**src/rtl/cpu_stoc_pkg.sv**
```systemverilog
// Shared types and helpers for the STOC store-to-CD buffer.
// Drain FSM states and the level-width helper used by the FIFO and top.
package cpu_stoc_pkg;

  typedef enum logic [1:0] {
    IDLE  = 2'd0,
    DRIVE = 2'd1,
    GAP   = 2'd2
  } drainState_t;

  // Occupancy needs to represent 0..depth inclusive.
  function automatic int levelWidth(input int depth);
    return $clog2(depth + 1);
  endfunction

endpackage

```
**src/rtl/cpu_stoc_fifo.sv**
```systemverilog
// Register-based synchronous FIFO with occupancy count.
// A push into a full FIFO is accepted when a pop happens on the same edge.
module cpu_stoc_fifo
  import cpu_stoc_pkg::*;
#(
  parameter int DATA_W = 16,
  parameter int DEPTH  = 4,
  parameter int LVL_W  = levelWidth(DEPTH)
) (
  input  logic              clk,
  input  logic              rstN,
  input  logic              push,
  input  logic [DATA_W-1:0] pushData,
  input  logic              pop,
  output logic [DATA_W-1:0] popData,
  output logic [LVL_W-1:0]  level,
  output logic              full,
  output logic              empty,
  output logic              pushOk
);

  localparam int PTR_W = $clog2(DEPTH);

  logic [DATA_W-1:0] mem [DEPTH];
  logic [PTR_W-1:0]  wrPtr;
  logic [PTR_W-1:0]  rdPtr;
  logic              doPush;
  logic              doPop;

  assign doPop  = pop && !empty;
  assign doPush = push && (!full || doPop);
  assign pushOk = doPush;

  // DEPTH is a power of two, so pointer wrap is plain overflow.
  always_ff @(posedge clk or negedge rstN) begin
    if (!rstN) begin
      wrPtr <= '0;
      rdPtr <= '0;
      level <= '0;
    end else begin
      if (doPush) wrPtr <= wrPtr + 1'b1;
      if (doPop)  rdPtr <= rdPtr + 1'b1;
      if (doPush && !doPop)      level <= level + 1'b1;
      else if (doPop && !doPush) level <= level - 1'b1;
    end
  end

  always_ff @(posedge clk) begin
    if (doPush) mem[wrPtr] <= pushData;
  end

  assign popData = mem[rdPtr];
  assign full    = (level == LVL_W'(DEPTH));
  assign empty   = (level == '0);

endmodule

```
**src/rtl/cpu_stoc_buf.sv**
```systemverilog
// STOC store buffer: captures IDB on each STOC_n falling edge into a FIFO
// and replays each word onto the CD bus with a registered drive enable.
module cpu_stoc_buf
  import cpu_stoc_pkg::*;
#(
  parameter int DATA_W   = 16,
  parameter int DEPTH    = 4,
  parameter int HOLD_CYC = 1,
  parameter int ACK_MODE = 0,
  parameter int TMO_CYC  = 15
) (
  input  logic                           sysclk,
  input  logic                           sys_rst_n,
  input  logic                           stoc_n_i,
  input  logic [DATA_W-1:0]              idb_i,
  input  logic                           cd_ack_i,
  input  logic                           ovf_clr_i,
  output logic [DATA_W-1:0]              cd_o,
  output logic                           cd_oe_o,
  output logic                           full_o,
  output logic                           empty_o,
  output logic [levelWidth(DEPTH)-1:0]   level_o,
  output logic                           ovf_o,
  output logic                           tmo_o
);

  localparam int LVL_W   = levelWidth(DEPTH);
  localparam int CNT_MAX = (HOLD_CYC > TMO_CYC) ? HOLD_CYC : TMO_CYC;
  localparam int CNT_W   = (CNT_MAX > 1) ? $clog2(CNT_MAX) : 1;
  localparam logic [CNT_W-1:0] HOLD_LAST = CNT_W'(HOLD_CYC - 1);
  localparam logic [CNT_W-1:0] TMO_LAST  = CNT_W'(TMO_CYC - 1);

  drainState_t       state, stateNext;
  logic [CNT_W-1:0]  cnt, cntNext;
  logic [DATA_W-1:0] cdReg, cdNext;
  logic              stocPrev;
  logic              pushReq;
  logic              pushOk;
  logic              popReq;
  logic              tmoSet;
  logic              ovfSet;
  logic              fifoEmpty;
  logic [DATA_W-1:0] headData;

  assign pushReq = stocPrev && !stoc_n_i;
  assign ovfSet  = pushReq && !pushOk;

  cpu_stoc_fifo #(
    .DATA_W (DATA_W),
    .DEPTH  (DEPTH),
    .LVL_W  (LVL_W)
  ) u_fifo (
    .clk      (sysclk),
    .rstN     (sys_rst_n),
    .push     (pushReq),
    .pushData (idb_i),
    .pop      (popReq),
    .popData  (headData),
    .level    (level_o),
    .full     (full_o),
    .empty    (fifoEmpty),
    .pushOk   (pushOk)
  );

  assign empty_o = fifoEmpty;

  // Handshake: a word is offered while cd_oe_o=1; with ACK_MODE=1 the consumer
  // accepts it by holding cd_ack_i=1 at a rising edge, which ends the drive.
  // With ACK_MODE=0 cd_ack_i is ignored and the word is held HOLD_CYC cycles.
  always_comb begin
    stateNext = state;
    cntNext   = cnt;
    cdNext    = cdReg;
    popReq    = 1'b0;
    tmoSet    = 1'b0;
    case (state)
      IDLE: begin
        if (!fifoEmpty) begin
          popReq    = 1'b1;
          cdNext    = headData;
          cntNext   = '0;
          stateNext = DRIVE;
        end
      end
      DRIVE: begin
        if (ACK_MODE != 0) begin
          if (cd_ack_i) begin
            stateNext = GAP;
          end else if (cnt == TMO_LAST) begin
            tmoSet    = 1'b1;
            stateNext = GAP;
          end else begin
            cntNext = cnt + 1'b1;
          end
        end else begin
          if (cnt == HOLD_LAST) stateNext = GAP;
          else                  cntNext   = cnt + 1'b1;
        end
      end
      GAP:     stateNext = IDLE;
      default: stateNext = IDLE;
    endcase
  end

  always_ff @(posedge sysclk or negedge sys_rst_n) begin
    if (!sys_rst_n) begin
      state    <= IDLE;
      cnt      <= '0;
      cdReg    <= '0;
      cd_oe_o  <= 1'b0;
      stocPrev <= 1'b1;
      ovf_o    <= 1'b0;
      tmo_o    <= 1'b0;
    end else begin
      state    <= stateNext;
      cnt      <= cntNext;
      cdReg    <= cdNext;
      cd_oe_o  <= (stateNext == DRIVE);
      stocPrev <= stoc_n_i;
      ovf_o    <= ovfSet || (ovf_o && !ovf_clr_i);
      tmo_o    <= tmoSet || (tmo_o && !ovf_clr_i);
    end
  end

  // The bus carries zero whenever it is not being driven.
  assign cd_o = cd_oe_o ? cdReg : '0;

endmodule

```
**config.mk**
```make
export PLATFORM = sky130hd
export DESIGN_NAME = cpu_stoc_buf
export DESIGN_NICKNAME = d
export VERILOG_FILES = /design/src/rtl/cpu_stoc_pkg.sv /design/src/rtl/cpu_stoc_fifo.sv /design/src/rtl/cpu_stoc_buf.sv
export SDC_FILE = /design/constraint.sdc
export NUM_CORES = 1
export LEC_CHECK = 0
export ABC_AREA = 1
export CAP_MARGIN = 0
export CORE_MARGIN = 2
export CORE_UTILIZATION = 50
export CTS_CLUSTER_SIZE = 10
export DETAILED_ROUTE_END_ITERATION = 10
export HOLD_SLACK_MARGIN = 0.03
export PLACE_DENSITY = 0.71
export SLEW_MARGIN = 20
export SYNTH_ARGS = -nofsm -noshare
export SYNTH_HDL_FRONTEND = slang
export SYNTH_SLANG_ARGS = --single-unit
export TNS_END_PERCENT = 1
```
**constraint.sdc**
```tcl
create_clock -name sysclk -period 2.3 [get_ports sysclk]
set_input_delay 0.46 -clock sysclk [delete_from_list [all_inputs] [get_ports sysclk]]
set_output_delay 0.46 -clock sysclk [all_outputs]
set_load 0.01 [all_outputs]
```
After elaboration in Yosys (flattened, before gate mapping):

Memory sizes are Yosys's and may differ from the RTL's. A register that Yosys moved wholly into a read port is not among the register bits.
Index checks and enable logic that the tools add are counted.

* input port bits: 21
* RAM bits: 64
* logic and storage cells: 58
* memories kept: 1
* output and inout port bits: 24
* register bits after elaboration: 17

Memories
* u_fifo.mem: words 4, width 16, read ports 1, clocked after memory_dff 1, wr ports 1, RTL line cpu_stoc_fifo.sv:24 `logic [DATA_W-1:0] mem [DEPTH];`

* equality and inequality tests: 5
* reductions and logical operators: 24
* bitwise logic cells: 1
* add/sub/neg operators: 5
* muxes and demuxes: 13

Operators by type and width (count)
* 16-bit 2-to-1 mux: 1
* 1-bit logical AND: 8
* 4-bit 2-to-1 mux: 2
* 4-bit one-hot mux with 2 select lines: 1
* 1-bit zero test: 7
* 3-bit 2-to-1 mux: 2
* 2-bit by 1-bit adder with 2-bit output, second input constant: 2
* 4-bit by 1-bit adder with 4-bit output, second input constant: 1
* 2-bit by 1-bit equality test with 1-bit output, second input constant: 2
* 4-bit zero test: 1
* 1-bit 2-to-1 mux: 4
* 2-bit 2-to-1 mux: 2
* 2-bit inequality test, second input constant: 2
* 2-bit one-hot mux with 2 select lines: 1
* 2-bit nonzero test: 2
* 3-bit by 1-bit adder with 3-bit output, second input constant: 1
* 3-bit equality test, second input constant: 1
* 3-bit zero test: 1
* 3-bit AND reduction: 1
* 3-bit by 1-bit subtractor with 3-bit output, second input constant: 1
* 2-bit zero test: 1
* 1-bit logical OR: 2
* 2-bit AND reduction: 1
* 1-bit NOT: 1

Logic depth before layout (Yosys ltp):

* depth in word-level cells: 10
* mapped depth: 12
* gate-level depth less buffers: 12

By module:

From an unflattened synthesis, not the netlist that was laid out.

* cells, all modules: 390
* area total of the unflattened synthesis: 4157.7 µm²

Modules (own cells, without submodules)
* cpu_stoc_fifo: cells an instance 233, seq. area each 2097.0 µm², area each 2907.8 µm², times used 1
* cpu_stoc_buf: cells an instance 157, seq. area each 651.9 µm², area each 1249.9 µm², times used 1

Worst setup path before layout:

Ideal clock, no wire load.

* path type: reg-to-reg
* start: register stocPrev
* end: memory u_fifo.mem[0][0] (enable)
* cell stages (with the launch flop): 5
* buffers on the path: 0
* required time: 1.911 ns
* data arrival time: 1.578 ns
* library setup time: 0.389 ns
* clock period less this slack: 1.966 ns
* slack: 0.334 ns
* cells stage by stage: dfstp_2 > inv_1 > nor2_1 > nand2_1 > nor2_1

* longest elaborated chain between the ends: 4

RTL lines
* start, declared: RTL line cpu_stoc_buf.sv:36 `logic stocPrev;`
* start signal, assigned: RTL line cpu_stoc_buf.sv:119 `stocPrev <= stoc_n_i;`
* 1-bit logical AND: RTL line cpu_stoc_buf.sv:45 `assign pushReq = stocPrev && !stoc_n_i;`
* 1-bit logical AND: RTL line cpu_stoc_fifo.sv:31 `assign doPush = push && (!full || doPop);`
* 1-bit 2-to-1 mux: RTL line cpu_stoc_fifo.sv:49 `if (doPush) mem[wrPtr] <= pushData;`
* 1-bit 2-to-1 mux (not written as such): RTL line cpu_stoc_fifo.sv:49
* end, declared: RTL line cpu_stoc_fifo.sv:24

Every way passes these cells.

Final worst setup path:

* start: register u_fifo.level[0]
* end: output port full_o

* longest elaborated chain between the ends: 1

RTL lines
* start, declared: RTL line cpu_stoc_fifo.sv:16 `output logic [LVL_W-1:0] level,`
* start signal, assigned: RTL line cpu_stoc_fifo.sv:43 `if (doPush && !doPop) level <= level + 1'b1;`
* start signal, assigned: RTL line cpu_stoc_fifo.sv:44 `else if (doPop && !doPush) level <= level - 1'b1;`
* 3-bit equality test: RTL line cpu_stoc_fifo.sv:53 `assign full = (level == LVL_W'(DEPTH));`
* end, declared: RTL line cpu_stoc_buf.sv:20 `output logic full_o,`

Every way passes these cells.

==> results by group <==
Outcome
  – Status: completed

STA
  – Min Tclk post-route: 2121 ps
  – WHS: 489.7 ps
  – Post-layout worst setup margin: 178.7 ps
  – Setup TNS Final: 0 ps
  – Max Clk Rate: 471.4 MHz
  – Slew @ Worst Pin: 569.8 ps
  – Slew Viols, Final: 0
  – Slew margin rel.: 61.96%
  – RSZ-0062 raised after global routing: no
  – Final setup vio count: 0
  – Final hold vios: 0
  – Clock Skews: 15.86 ps
  – Fin crit share: 92.23%

Layout
  – FF+latch area: 0.002749 mm²
  – Area growth syn-to-layout: 17.70%
  – N_diodes: 0
  – Post-layout net count: 537
  – Fillcell total: 692
  – Multi-input gate area: 0.001079 mm²
  – Layout Utilization: 61.54%
  – Share of cells above drive strength 1: 6.823%

Die
  – Core area: 0.008299 mm²
  – Ports: 45
  – Die Area: 0.009439 mm²
  – Die Ht: 97.16 µm
  – Site row count: 33
  – Initial Utilization: 52.28%
  – Die X-Extent: 97.16 µm

GRT
  – Number of global-route vias before repair: 2847
  – Overall global routing resource usage: 18.26%
  – Initial antenna violation count: 0
  – Aggregate global routing overflow: 0
  – First-pass GRT wire length: 13.63 mm
  – Largest net degree at the start of global routing: 34

Power and ir drop
  – Psw: 2253 µW
  – Internal: 3565 µW
  – Clk pwr share: 18.3%
  – Tot Pwr: 5818 µW
  – Pleak: 0.002552 µW
  – Combinational share of power: 39.8%
  – Max VDD drop: 0.5773 mV
  – Sequential share of power: 41.9%
  – Switching part of the total: 38.73%
  – Power Dens Cells: 1139 mW/mm²

Yosys
  – Syn_nets: 486
  – Yosys cell types: 23
  – Post-Syn Area per Cell: 9.495 µm²
  – Synth Warn #: 0
  – Synth top cells by count: nand2_1 (169), inv_1 (102), edfxtp_1 (64)
  – Cells after synthesis: 457
  – Yosys top cell area share: 44.29%
  – Register bit total from synthesis: 97
  – Cell taking the most area after synthesis: edfxtp_1
  – Most common cell in the synthesized netlist: nand2_1
  – Count of flip-flops with a built-in enable after synthesis: 64
  – Post-synthesis sequential area ratio: 63.35%
  – Top FF cell, synth: edfxtp_1
  – Async SR Flop Fraction: 34.02%
  – Largest cells by area after synthesis: edfxtp_1 (44%), dfrtp_1 (18%), nand2_1 (15%), inv_1 (8.8%), nand3_1 (4.8%)
  – Synthesized area: 0.004339 mm²

Clocking
  – Cts-stage hold buffer count: 0
  – # Post-CTS Setup Buffers: 0
  – H-tree depth: 3
  – Sink Count: 97
  – CTS clk-pin slew, worst paths: 100 ps
  – Worst skew pair latency: 370 ps
  – Root Driver: clkbuf_8
  – CTS Buf Count: 9
  – # resized after CTS: 0
  – CTS tree: built
  – Clock buffer depth: 2

Route
  – DRT iter0 DRCs: 145
  – DR vias: 2957
  – DR DRC count: 0
  – Drt wl/cell: 13.25 µm
  – Via/cell ratio: 4.785
  – Routed WL: 8.187 mm
  – Initial DRT Pass Iterations: 4
  – Final ANT Viol Nets: 0

Worst setup path
  – Setup CP Type: register to output port
  – Crit end category: output port
  – Worst EP required: 1840 ps
  – Reg2Reg Launch Point: u_fifo.level[0]
  – CP startpoint kind: register
  – Largest fanout on the critical path: 5
  – Setup crit start: u_fifo.level[0]
  – Crit path DAT: 1660 ps

Hold path
  – Worst Hold Launch: tmo_o
  – Worst Hold Class: register to register

Flow run
  – Max cap viols: 0

Placed design
  – Placer Congestion: 0.7625
  – Dpl hpwl: 5.161 mm
  – IO buf count: 43
  – DP Worst Slack: 86.82 ps
power groups by stage:
stage / Clock [µW] / Combinational [µW] / Sequential (µW)
finish: 1070 / 2310 / 2440
global route: 1170 / 2630 / 2480
CTS: 1100 / 2350 / 2440
detailed placement: 0 / 2340 / 2480
global placement: 0 / 2270 / 2460
floorplan: 0 / 1650 / 2430
worst paths after layout:
kind | to | slack [ps] | depth (start not counted)
worst min-delay path | tmo_o | 490 | 2
worst max-delay path | full_o | 180 | 2
max in group asynchronous | stocPrev | 1440 | 2
worst min register to register | tmo_o | 490 | 2
worst max register to register | u_fifo.level[2] | 450 | 10
min in group asynchronous | cdReg[10] | 500 | 2
metrics by stage:
| stage | instance area (µm²) | std cells |
|---|---|---|
| after global routing | 5107 | 618 |
| after detailed placement | 4911 | 602 |
| after CTS | 5107 | 618 |
| after global placement | 4911 | 602 |
| final | 5107 | 618 |
| after floorplan | 4339 | 457 |
per-layer routing:
| metal | vias to the layer above | global-route usage [%] | routed length [µm] |
|---|---|---|---|
| met3 | 11 | 4.245 | 329 |
| met2 | 55 | 32.43 | 4103 |
| met4 | 0 | 5.200 | 126 |
| li1 | 1486 | - | - |
| met5 | - | 0 | 0 |
| met1 | 1405 | 22.30 | 3627 |
cells in the final DEF (no fill, tap or decap):
cell type          n
nor2_1             8
clkdlybuf4s50_1   43
inv_6              4
fa_1               1
nor2_2             1
nand2_2            1
o21ai_0            2
edfxtp_1          64
dfstp_2            1
xor2_1             3
dfrtp_1           32
nand2_1          169
xnor2_1            2
clkinv_8           2
o21bai_1           1
clkbuf_8           9
nand2_4            1
nand4_1            1
nand3_1           42
nor3_1             1
ha_1               7
inv_1            102
inv_2              3
buf_4              9
clkinv_2           1
buf_12             3
logic make-up after synthesis:
| kind of cell | Yosys count | synth area share [%] |
|---|---|---|
| DFF | 97 | 63.35 |
| and+or+nand+nor | 224 | 20.96 |
| buffers and inverters | 120 | 11.79 |
| adders and majority gates | 8 | 2.480 |
| xor gates and xnor gates | 5 | 1.009 |
| AOI/OAI and AO/OA | 3 | 0.4038 |
worst max-delay path, cell delays in order, from the launching register on:
cell and delay [ps]:
dfrtp_1 470, nor3_1 250, clkdlybuf4s50_1 580
flip-flops by register name (all words and copies together) (netlist names):
| signal | flops |
|---|---|
| cdReg | 16 |
| cd_oe_o | 1 |
| cnt | 4 |
| ovf_o | 1 |
| state | 2 |
| stocPrev | 1 |
| tmo_o | 1 |
| u_fifo.level | 3 |
| u_fifo.mem | 64 |
| u_fifo.rdPtr | 2 |
| u_fifo.wrPtr | 2 |
layout make-up:
cell class,instances,share of cell area (%)
sequential,97,53.82
multi-input combinational,240,21.12
timing repair buffer,55,10.93
inverter,105,7.717
tap,105,2.572
clock buffer,9,2.425
clock inverter,7,1.421
No activity file was read; power rests on OpenSTA's default activity.
